`src/rtl/cam_timing_gen_module.sv`:
```
// Camera sensor timing generator: VSYNC/HREF framing with selectable test-pattern pixel data.
// Outputs are registered from the next-cycle counters so they line up with (h_cnt, v_cnt).
module cam_timing_gen_module #(
  parameter int H_ACTIVE = 640,
  parameter int H_BLANK  = 144,
  parameter int V_SYNC   = 3,
  parameter int V_BACK   = 17,
  parameter int V_ACTIVE = 480,
  parameter int V_FRONT  = 10
) (
  input  logic       CLK,
  input  logic       RST,
  input  logic       Start_Sig,
  input  logic [1:0] Mode,
  output logic       Pin_VSYNC,
  output logic       Pin_HREF,
  output logic [7:0] Pin_DATA,
  output logic       Frame_Done,
  output logic       Busy
);

  localparam int H_TOTAL = H_ACTIVE + H_BLANK;
  localparam int V_TOTAL = V_SYNC + V_BACK + V_ACTIVE + V_FRONT;
  localparam int HW      = (H_TOTAL > 2) ? $clog2(H_TOTAL) : 1;
  localparam int VW      = (V_TOTAL > 2) ? $clog2(V_TOTAL) : 1;
  localparam int V_ACT0  = V_SYNC + V_BACK;
  localparam int V_ACT1  = V_ACT0 + V_ACTIVE;

  typedef enum logic {IDLE, RUN} state_t;

  state_t          state, state_nxt;
  logic [HW-1:0]   h_cnt, h_nxt;
  logic [VW-1:0]   v_cnt, v_nxt;
  logic [1:0]      mode_r, mode_nxt;
  logic            vsync_p0, href_p0, done_p0, busy_p0;
  logic [7:0]      data_p0;

  function automatic logic [7:0] pixel(input logic [1:0] m, input int x, input int y);
    logic [31:0] xs, ys;
    xs = x;
    ys = y;
    case (m)
      2'd0:    pixel = xs[7:0];
      2'd1:    pixel = ys[7:0];
      2'd2:    pixel = 8'h80;
      default: pixel = (xs[3] ^ ys[3]) ? 8'hFF : 8'h00;
    endcase
  endfunction

  always_comb begin
    state_nxt = state;
    h_nxt     = h_cnt;
    v_nxt     = v_cnt;
    mode_nxt  = mode_r;
    case (state)
      IDLE: begin
        if (Start_Sig) begin
          state_nxt = RUN;
          h_nxt     = '0;
          v_nxt     = '0;
          mode_nxt  = Mode;
        end
      end
      default: begin
        if (h_cnt == HW'(H_TOTAL - 1)) begin
          h_nxt = '0;
          if (v_cnt == VW'(V_TOTAL - 1)) begin
            v_nxt = '0;
            // Frame boundary is the only place a stop or a new Mode takes effect
            if (Start_Sig) mode_nxt = Mode;
            else           state_nxt = IDLE;
          end else begin
            v_nxt = v_cnt + 1'b1;
          end
        end else begin
          h_nxt = h_cnt + 1'b1;
        end
      end
    endcase
  end

  // Stage p0: decode the counters the registers are about to hold
  always_comb begin
    busy_p0  = (state_nxt == RUN);
    vsync_p0 = busy_p0 && (int'(v_nxt) < V_SYNC);
    href_p0  = busy_p0 && (int'(v_nxt) >= V_ACT0) && (int'(v_nxt) < V_ACT1)
               && (int'(h_nxt) < H_ACTIVE);
    data_p0  = href_p0 ? pixel(mode_nxt, int'(h_nxt), int'(v_nxt) - V_ACT0) : 8'h00;
    done_p0  = busy_p0 && (h_nxt == HW'(H_TOTAL - 1)) && (v_nxt == VW'(V_TOTAL - 1));
  end

  always_ff @(posedge CLK) begin
    if (RST) begin
      state      <= IDLE;
      h_cnt      <= '0;
      v_cnt      <= '0;
      mode_r     <= 2'd0;
      Pin_VSYNC  <= 1'b0;
      Pin_HREF   <= 1'b0;
      Pin_DATA   <= 8'h00;
      Frame_Done <= 1'b0;
      Busy       <= 1'b0;
    end else begin
      state      <= state_nxt;
      h_cnt      <= h_nxt;
      v_cnt      <= v_nxt;
      mode_r     <= mode_nxt;
      Pin_VSYNC  <= vsync_p0;
      Pin_HREF   <= href_p0;
      Pin_DATA   <= data_p0;
      Frame_Done <= done_p0;
      Busy       <= busy_p0;
    end
  end

endmodule

```
`config.mk`:
```
export PLATFORM = sky130hd
export DESIGN_NAME = cam_timing_gen_module
export DESIGN_NICKNAME = d
export VERILOG_FILES = /design/src/rtl/cam_timing_gen_module.sv
export SDC_FILE = /design/constraint.sdc
export NUM_CORES = 1
export LEC_CHECK = 0
export ABC_AREA = 0
export BUFFER_PORTS_ARGS = -buffer_cell sky130_fd_sc_hd__clkbuf_2
export CAP_MARGIN = 20
export CORE_MARGIN = 8
export CORE_UTILIZATION = 53
export DETAILED_ROUTE_END_ITERATION = 8
export GPL_ROUTABILITY_DRIVEN = 0
export GPL_TIMING_DRIVEN = 1
export PLACE_DENSITY = 0.79
export SLEW_MARGIN = 5
export SYNTH_ARGS = -nofsm -noshare
export SYNTH_HDL_FRONTEND = slang
export SYNTH_SLANG_ARGS = --single-unit
```
`constraint.sdc`:
```
create_clock -name CLK -period 3.2 [get_ports CLK]
set_input_delay 0.64 -clock CLK [delete_from_list [all_inputs] [get_ports CLK]]
set_output_delay 0.64 -clock CLK [all_outputs]
set_load 0.02 [all_outputs]
```
## Yosys cells after proc, flatten, opt, wreduce, memory -nomap -nowiden

Cells that the tools add are included.

- Memories kept: 0
- Input bits: 5
- Bits in latches: 0
- Memory bits (read-only): 0
- Bits in writable memories: 0
- Flip-flop bits (word level): 33

- Divide/modulo/power cells: 0
- Multipliers: 0
- Shift operators: 0
- Bitwise logic cells: 2
- Reduce and logical (&&, ||, !) cells: 8
- Muxes and demuxes: 17
- Add/subtract/negate cells: 3
- Eq/ne operators: 6
- Order comparisons: 4

Operators by type and width:

| kind | number |
|---|---|
| 2-to-1 mux 9 bit | 4 |
| 2-to-1 mux 10 bit | 3 |
| case mux 8 bit (3 select lines) | 1 |
| == test 10 bit (second input constant) | 2 |
| == test 9 bit (second input constant) | 2 |
| adder 10 x 1 -> 10 bit (second input constant) | 1 |
| less-than comparator 10 bit (second input constant) | 1 |
| adder 9 x 1 -> 9 bit (second input constant) | 1 |
| >= comparator 9 x 5 -> 1 bit (second input constant) | 1 |
| less-than comparator 9 x 2 -> 1 bit (second input constant) | 1 |
| less-than comparator 9 bit (second input constant) | 1 |
| 2-to-1 mux 2 bit | 4 |
| 2-to-1 mux 8 bit | 1 |
| subtractor 8 x 5 -> 8 bit (second input constant) | 1 |
| logical AND 1 bit | 6 |
| 2-to-1 mux 1 bit | 4 |
| == test 2 x 1 -> 1 bit (second input constant) | 1 |
| == test 2 bit (second input constant) | 1 |
| logical NOT 2 bit | 1 |
| OR reduction 2 bit | 1 |
| inverter 1 bit | 1 |
| bitwise XOR 1 bit | 1 |

## Depth between registers and ports, before layout

Gate-level depths: netlist (run 1).

- Word-level depth: 10
- Depth in mapped cells: 12
- Mapped depth without buffers: 12

## Worst setup path after synthesis (run 1)

No wires, ideal clock.

- Path kind: reg2reg
- From: register h_cnt[5]
- To: register Pin_DATA[4]
- Period minus slack after synthesis: 3.043 ns
- Stages on the path, launching flop included: 13
- Data required time: 3.129 ns
- Setup time: 0.071 ns
- Path buffers: 2
- Setup slack: 0.157 ns
- Arrival time: 2.972 ns
- Path through: dfxtp_1 -> or4_1 -> buf_2 -> or3_1 -> clkbuf_2 -> o21ai_2 -> nor3_1 -> a21oi_1 -> ha_1 -> xor2_1 -> nor3_1 -> inv_1 -> a21oi_1

- Cells in the longest elaborated chain, start to end: 9

Ends and longest elaborated chain:

| what | line | RTL |
|---|---|---|
| start, declared | 32 | `logic [HW-1:0] h_cnt, h_nxt;` |
| start signal, assigned | 105 | `h_cnt <= h_nxt;` |
| branches (longest 9 deep; another with adder 10 x 1 -> 10 bit) | - |  |
| end signal, assigned | 110 | `Pin_DATA <= data_p0;` |
| end, declared | 17 | `output logic [7:0] Pin_DATA,` |

Several ways; the timed one is not identified.
A chain may end at the register's enable or synchronous reset.

## Final worst setup path (run 1)

- From: register h_cnt[0]
- To: register Pin_DATA[0]

The elaborated chain is that of the path after synthesis.

==> metrics.md, run 1 <==
| Metric | Value |
|---|---|
| Startpoint Class | register |
| Antenna Nets Post-Route | 0 |
| Max_cap viols | 0 |
| Yosys reg bits | 33 |
| Vias/cell | roughly 6.3 |
| Die X | 77.52 µm |
| Std-Cell Rows | 22 |
| Chip height | 77.52 µm |
| Starting density of the core | 54.78% |
| Worst skew pair latency | approximately 0.28 ns |
| Register area share after synthesis | 32.94% |
| Hold path start | h_cnt[9]$_SDFF_PP0_ |
| Mapped cell area | between 2000 and 2500 µm² |
| Top post-synthesis cells by area | dfxtp_1 33%, nor2_1 7.3%, a21oi_1 4.5% |
| DR iter-0 viols | 286 |
| Unique masters post-synth | 60 |
| DRC | 0 |
| Post-synthesis mux area share | 3.618% |
| First-pass GRT wire length | 9011 µm |
| Synth top cells by count | 39 x nor2_1, 33 x dfxtp_1, 18 x a21oi_1, 17 x nand2_1, 11 x nand3_1 |
| Initial antenna violation count | 0 |
| CP peak stage delay | around 0.56 ns |
| Fmax | 332.0 MHz |
| Number of global-route vias before repair | 1929 |
| Status | completed |
| Layout fillers | approximately 300 |
| CTS tree | built |
| Xor and xnor fraction of the mapped netlist area | under 10% |
| Root buffer cell | clkbuf_8 |
| Largest net degree at the start of global routing | 23 |
| Hold buffer count at cts | 0 |
| Sink Count | 33 |
| # Post-CTS Setup Buffers | 0 |
| Critical path cell sequence | ha_1 > nand3_2 > or3_1 > or3_4 > nor3_2 > a21oi_2 > or4b_4 > o221ai_2 > nor2_1 |
| TritonRoute pass-1 iters | 6 |
| Post-route setup TNS | 0 ns |
| Syn Area/Cell | 8.087 µm² |
| Cell Pwr Density | 379.1 nW/µm² |
| Largest family of logic cells by synthesized area | simple AND/OR/NAND/NOR gates |
| Simple-gate share of the synthesized area | 27.89% |
| Time the worst path needs with I/O delays and setup | roughly 3.0 ns |
| Tot GR Track Use | 17.79% |
| # nets final | between 200 and 300 |
| Final setup vio count | 0 |
| Buf/Inv on CP | 0 |
| Delay-heaviest family, CP | simple AND/OR/NAND/NOR gates |
| Worst-path clk slew | 0.07 ns |
| Top-count cell post-synth | nor2_1 |
| GRT overflow | 0 |
| Syn_nets | 259 |
| Wirelength per Cell | 17.20 µm |
| Post-synth top area share | about a third |
| Critical path fanouts, max | 6 |
| Area grow syn2layout | 20.21% |
| Io pins | 17 |
| Fin cells | 332 |
| Measured slew at the worst slew-check pin | 0.6635 ns |
| Crit path capture type | register |
| Setup Skew | 0.01000 ns |
| CTS resizes | 0 |
| Synth Flop Type | dfxtp_1 |
| # port buffers | 16 |
| Die area | between 6000 and 7000 µm² |
| Worst r2r src | h_cnt[0]$_SDFF_PP0_ |
| Final hold vios | 0 |
| Final Max Slew Viols | 0 |
| Synthesized instance count | between 200 and 250 |
| Post-synth EDFFs | 0 |
| Crit path launch | h_cnt[0]$_SDFF_PP0_ |
| Slew margin rel. | 55.50% |
| CP Class | reg -> reg |
| Final period utilization | 94.12% |
| FFs w/ async S/R, synth | 0% |
| Ant. Diodes | 0 |
| Critical Path RT | 3.37 ns |
| FF+latch area | roughly 660 µm² |
| Placed Instances | 323 |
| Compound-Gate Fraction of Synth Area | 23.08% |
| Ys Warns | 0 |
| Multi-input gate area | roughly 1300 µm² |
| Leakage | 0.0009614 µW |
| Post-Synth Adder-Cell Area | approximately 3.7% |
| Detailed Place HPWL | slightly above 4000 µm |
| Total Wirelength | 5712 µm |
| Peak supply drop | 0.2901 mV |
| Worst EP arrival | 3.18 ns |
| Max clock buf depth | 2 |
| Core outline area | 3661 µm² |
| Vias | approximately 2100 |
| Fraction of layout cells with a size suffix above 1 | approximately 25% |
| RSZ-0062 raised after global routing | no |
| Synth area leader | dfxtp_1 |
| Critical Path Slowest Stage Cell | or4b_4 |
| H-tree level count | 2 |
| Number of buffers created by CTS | 5 |
| Hold Crit Class | reg -> reg |
metrics by stage:
step	hold slack [ns]	power [µW]	worst slack [ns]	utilization [%]	area [µm²]
final	0.5917	914.1	0.1881	65.86	2411
after global routing	0.6562	946.1	0.05448	65.86	2411
after CTS	0.5947	916.2	0.08981	64.42	2359
after detailed placement	0.5764	518.3	0.1097	61.24	2242
after global placement	0.5614	517.3	0.1887	61.24	2242
after floorplan	0.5026	488.3	0.1570	-	2006
worst min-delay path, delay by kind of cell (launching register included):
kind	cells	cell delay, ns
flip-flops	1	0.35
AO/OA/AOI/OAI	1	0.12
AND/OR/NAND/NOR	1	0.09
layout by cell type, fill, tap and decap left out, types with 3 or more instances in the layout:
cell type,Yosys,final
nor2b_1,5,5
mux2i_1,5,5
xor2_1,6,6
nor2_1,39,39
nand3_1,11,9
a31oi_1,5,4
a21o_1,3,3
nand4_1,6,6
o211ai_1,3,3
clkbuf_2,1,16
o2111ai_1,3,3
nor3_1,8,7
dfxtp_1,33,33
a22oi_1,3,3
clkbuf_8,2,6
nor4_1,4,4
or3_1,3,3
a21oi_1,18,17
buf_4,0,25
inv_1,6,6
o31ai_1,3,3
ha_1,6,6
o21ai_0,7,7
nand2_1,17,17
layout make-up:
cell class / instances / share of cell area, %
inverters: 6 / 0.9341
clock buffers: 7 / 3.581
multi-input cells: 196 / 53.24
well taps: 48 / 2.491
flip-flops and latches: 33 / 27.40
clock inverters: 1 / 1.245
repair buffers: 41 / 11.11
power breakdown:
group	total, µW	internal [µW]	leakage, µW	switching, µW
clock	400	254	0.0000585	146
sequential	420	415	0.000267	5.01
combinational	93.8	36.0	0.000636	57.8
total	914	705	0.000961	209
sequential cells by signal (all words and copies together), names as in the netlist:
register and count:
h_cnt 10, v_cnt 9, Pin_DATA 8, mode_r 2, Frame_Done 1, Pin_HREF 1
Pin_VSYNC 1, state 1
path summary, 6_finish.rpt:
path / to / slack, ns / depth (start not counted)
hold reg to reg: h_cnt[9]$_SDFF_PP0_ / 0.59 / 2
hold / removal: h_cnt[9]$_SDFF_PP0_ / 0.59 / 2
setup / recovery: Pin_DATA[0]$_SDFF_PP0_ / 0.19 / 9
setup reg to reg: Pin_DATA[0]$_SDFF_PP0_ / 0.19 / 9
cell families after synthesis:
group           count (synthesis)
simple gates                  109
buf+inv                        20
fa+ha+maj                       6
mux                             7
xor+xnor                        7
compound gates                 66
flops                          33
metal layers:
metal  vias to the layer above  track usage (%)  share of wire (%)
li1                        990                -                  -
met2                       107            28.64                 45
met5                         -                0                  0
met1                       950            22.52                 44
met4                         0            6.604                3.6
met3                        33            4.147                7.3
Power figures use the tool's default switching activity.
==> run 2: changes to the inputs <==
--- a/config.mk
+++ b/config.mk
@@ -8,12 +8,12 @@
 export ABC_AREA = 0
 export BUFFER_PORTS_ARGS = -buffer_cell sky130_fd_sc_hd__clkbuf_2
 export CAP_MARGIN = 20
-export CORE_MARGIN = 8
-export CORE_UTILIZATION = 53
+export CORE_MARGIN = 3
+export CORE_UTILIZATION = 59
 export DETAILED_ROUTE_END_ITERATION = 8
 export GPL_ROUTABILITY_DRIVEN = 0
 export GPL_TIMING_DRIVEN = 1
-export PLACE_DENSITY = 0.79
+export PLACE_DENSITY = 0.83
 export SLEW_MARGIN = 5
 export SYNTH_ARGS = -nofsm -noshare
 export SYNTH_HDL_FRONTEND = slang
==> constraint.sdc (replaced) <==
create_clock -name CLK -period 3.1 [get_ports CLK]
set_input_delay 0.62 -clock CLK [delete_from_list [all_inputs] [get_ports CLK]]
set_output_delay 0.62 -clock CLK [all_outputs]
set_load 0.02 [all_outputs]
==> run 2 against run 1 <==
Compared with the run above: die area is 31% lower; critical path type unchanged; wire length is 1.8% higher; clock power is 16% lower; sequential share of layout area is 0.47 points lower; setup slack worse by 0.042 ns; flip-flop and latch count stayed put; sequential power is 3% higher; count of clock-buffer cells in the layout stayed put; global-route usage is 11 points higher.
==> metrics.md, run 2 (synthesis gave the netlist of run 1 again) <==
| Metric | Value |
|---|---|
| Placed Instances | 323 (unchanged) |
| Layout fillers | 221 (-24%) |
| TritonRoute pass-1 iters | 5 (-1) |
| Critical Path Slowest Stage Cell | or4b_4 |
| Setup Skew | 0.009248 ns (-0.0007562 ns) |
| Status | completed |
| Ant. Diodes | 0 (unchanged) |
| Final WS setup | 0.1458 ns (-0.04226 ns) |
| Wirelength per Cell | 17.36 µm (+0.89%) |
| Biggest regs | h_cnt: 10 flops, v_cnt: 9 flops, Pin_DATA: 8 flops |
| First-pass GRT wire length | 9232 µm (+2.5%) |
| Die X | 64.31 µm (-17%) |
| Startpoint Class | register |
| Max_cap viols | 0 (unchanged) |
| Worst-path clk slew | 0.09 ns (+0.02 ns) |
| CP peak stage delay | 0.55 ns (about the same) |
| GRT overflow | 0 (unchanged) |
| Tot GR Track Use | 28.71% (+11 points) |
| Max clock buf depth | 2 (unchanged) |
| Worst skew pair latency | 0.35 ns (+0.07 ns) |
| Cell Pwr Density | 354.7 nW/µm² (-6.4%) |
| Chip height | 64.31 µm (-17%) |
| Critical path cell sequence | ha_1 > nand3_1 > or3_4 > or3_4 > nor3_2 > a21oi_2 > or4b_4 > o221ai_2 > nor2_1 |
| Root buffer cell | clkbuf_4 |
| Fin cells | 335 (+0.90%) |
| Detailed Place HPWL | 4002 µm (-1.7%) |
| Final hold vios | 0 (unchanged) |
| Leakage | 0.0009871 µW (+2.7%) |
| Final setup vio count | 0 (unchanged) |
| Most common cell after layout, fill and taps aside | nor2_1 |
| Post-route setup TNS | 0 ns (unchanged) |
| Measured slew at the worst slew-check pin | 0.6192 ns (-0.04426 ns) |
| Fraction of layout cells with a size suffix above 1 | 27.84% (+3.2 points) |
| Total Wirelength | 5815 µm (+1.8%) |
| Time the worst path needs with I/O delays and setup | 2.954 ns (-0.05775 ns) |
| Fmax | 338.5 MHz (+2.0%) |
| # nets final | 301 (+2.4%) |
| Critical path fanouts, max | 6 (unchanged) |
| Post-layout util | 77.94% (+12 points) |
| Vias | 2172 (+4.4%) |
| Cell mode on critical path | or3_4 |
| CTS tree | built |
| Die area | 4135 µm² (-31%) |
| Max reg flops | 10 (unchanged) |
| Crit path capture type | register |
| Sink Count | 33 (unchanged) |
| Hold buffer count at cts | 0 (unchanged) |
| Final Power | 871.7 µW (-4.6%) |
| Hold Crit Class | reg -> reg |
| DR iter-0 viols | 344 (+20%) |
| Number of global-route vias before repair | 1948 (+0.98%) |
| Critical Path RT | 3.33 ns (-0.04 ns) |
| Starting density of the core | 63.61% (+8.8 points) |
| Most frequent cells in the layout | 39 x nor2_1, 32 x dfxtp_1, 32 x buf_4, 17 x nand2_1, 17 x a21oi_1 |
| Largest net degree at the start of global routing | 23 (unchanged) |
| Number of buffers created by CTS | 5 (unchanged) |
| Final Max Slew Viols | 0 (unchanged) |
| Peak supply drop | 0.3128 mV (+7.8%) |
| H-tree level count | 2 (unchanged) |
| Largest Register | h_cnt |
| Initial antenna violation count | 0 (unchanged) |
| Area grow syn2layout | 22.52% |
| Antenna Nets Post-Route | 0 (unchanged) |
| Vias/cell | 6.484 (+3.5%) |
| Io pins | 17 (unchanged) |
| # port buffers | 16 (unchanged) |
| Worst EP arrival | 3.19 ns (about the same) |
| CP Class | reg -> reg |
| Core outline area | 3153 µm² (-14%) |
| Pre-CTS setup slack | -0.01532 ns (-0.1250 ns) |
| Slew margin rel. | 58.56% (+3.1 points) |
| Std-Cell Rows | 20 (-9.1%) |
| DRC | 0 (unchanged) |
| Final period utilization | 95.30% (+1.2 points) |
| Flop-to-flop setup slack | 0.15 ns (-0.04 ns) |
## run 2: worst max-delay path: cells and delay by family (launching register included)
kind / cells / cell delay (ns)
AO/OA/AOI/OAI: 2 / 0.37
flip-flops: 1 / 0.40
adder cells (fa/ha/maj): 1 / 0.20
AND/OR/NAND/NOR: 6 / 1.89
## run 2: metal layers
metal  wire length (µm)  global-route usage (%)
met5                  0                       0
met3                500                   8.612
met1               2379                   35.50
met2               2742                   46.78
met4                192                   10.82
## run 2: per-stage QoR
step | instance area, µm² | hold slack [ns]
2_1_floorplan | 2006 | 0.5026
3_3_place_gp | 2267 | 0.5545
3_5_place_dp | 2267 | 0.5645
4_1_cts | 2357 | 0.5892
5_1_grt | 2457 | 0.6409
6_report | 2457 | 0.5863
## run 2: timing repair
| action | in CTS | in global routing |
|---|---|---|
| endpoints found under the setup margin | 5 | 10 |
| resized for setup | 1 | 11 |
| gates cloned | 0 | 1 |
| pin swaps | 0 | 2 |
| buffers inserted | 0 | 3 |
## run 2: final cells by class
| class | instances | area [µm²] | area share (%) |
|---|---|---|---|
| sequential | 33 | 661.9 | 26.93 |
| inverter | 6 | 22.52 | 0.9165 |
| clock inverter | 1 | 30.03 | 1.222 |
| clock buffer | 7 | 55.05 | 2.240 |
| multi-input combinational | 196 | 1313 | 53.41 |
| timing repair buffer | 48 | 320.3 | 13.03 |
| tap | 44 | 55.05 | 2.240 |
## run 2: worst paths after layout
kind,startpoint,end,cells after the start
worst max-delay path,h_cnt[1]$_SDFF_PP0_,Pin_DATA[3]$_SDFF_PP0_,9
worst min-delay path,h_cnt[9]$_SDFF_PP0_,h_cnt[9]$_SDFF_PP0_,2
worst max register to register,h_cnt[1]$_SDFF_PP0_,Pin_DATA[3]$_SDFF_PP0_,9
worst min register to register,h_cnt[9]$_SDFF_PP0_,h_cnt[9]$_SDFF_PP0_,2
## run 2: power breakdown
part           internal, µW  switching (µW)
Combinational          38.2            61.8
Clock                   192             146
Sequential              429            4.66
Total                   659             212
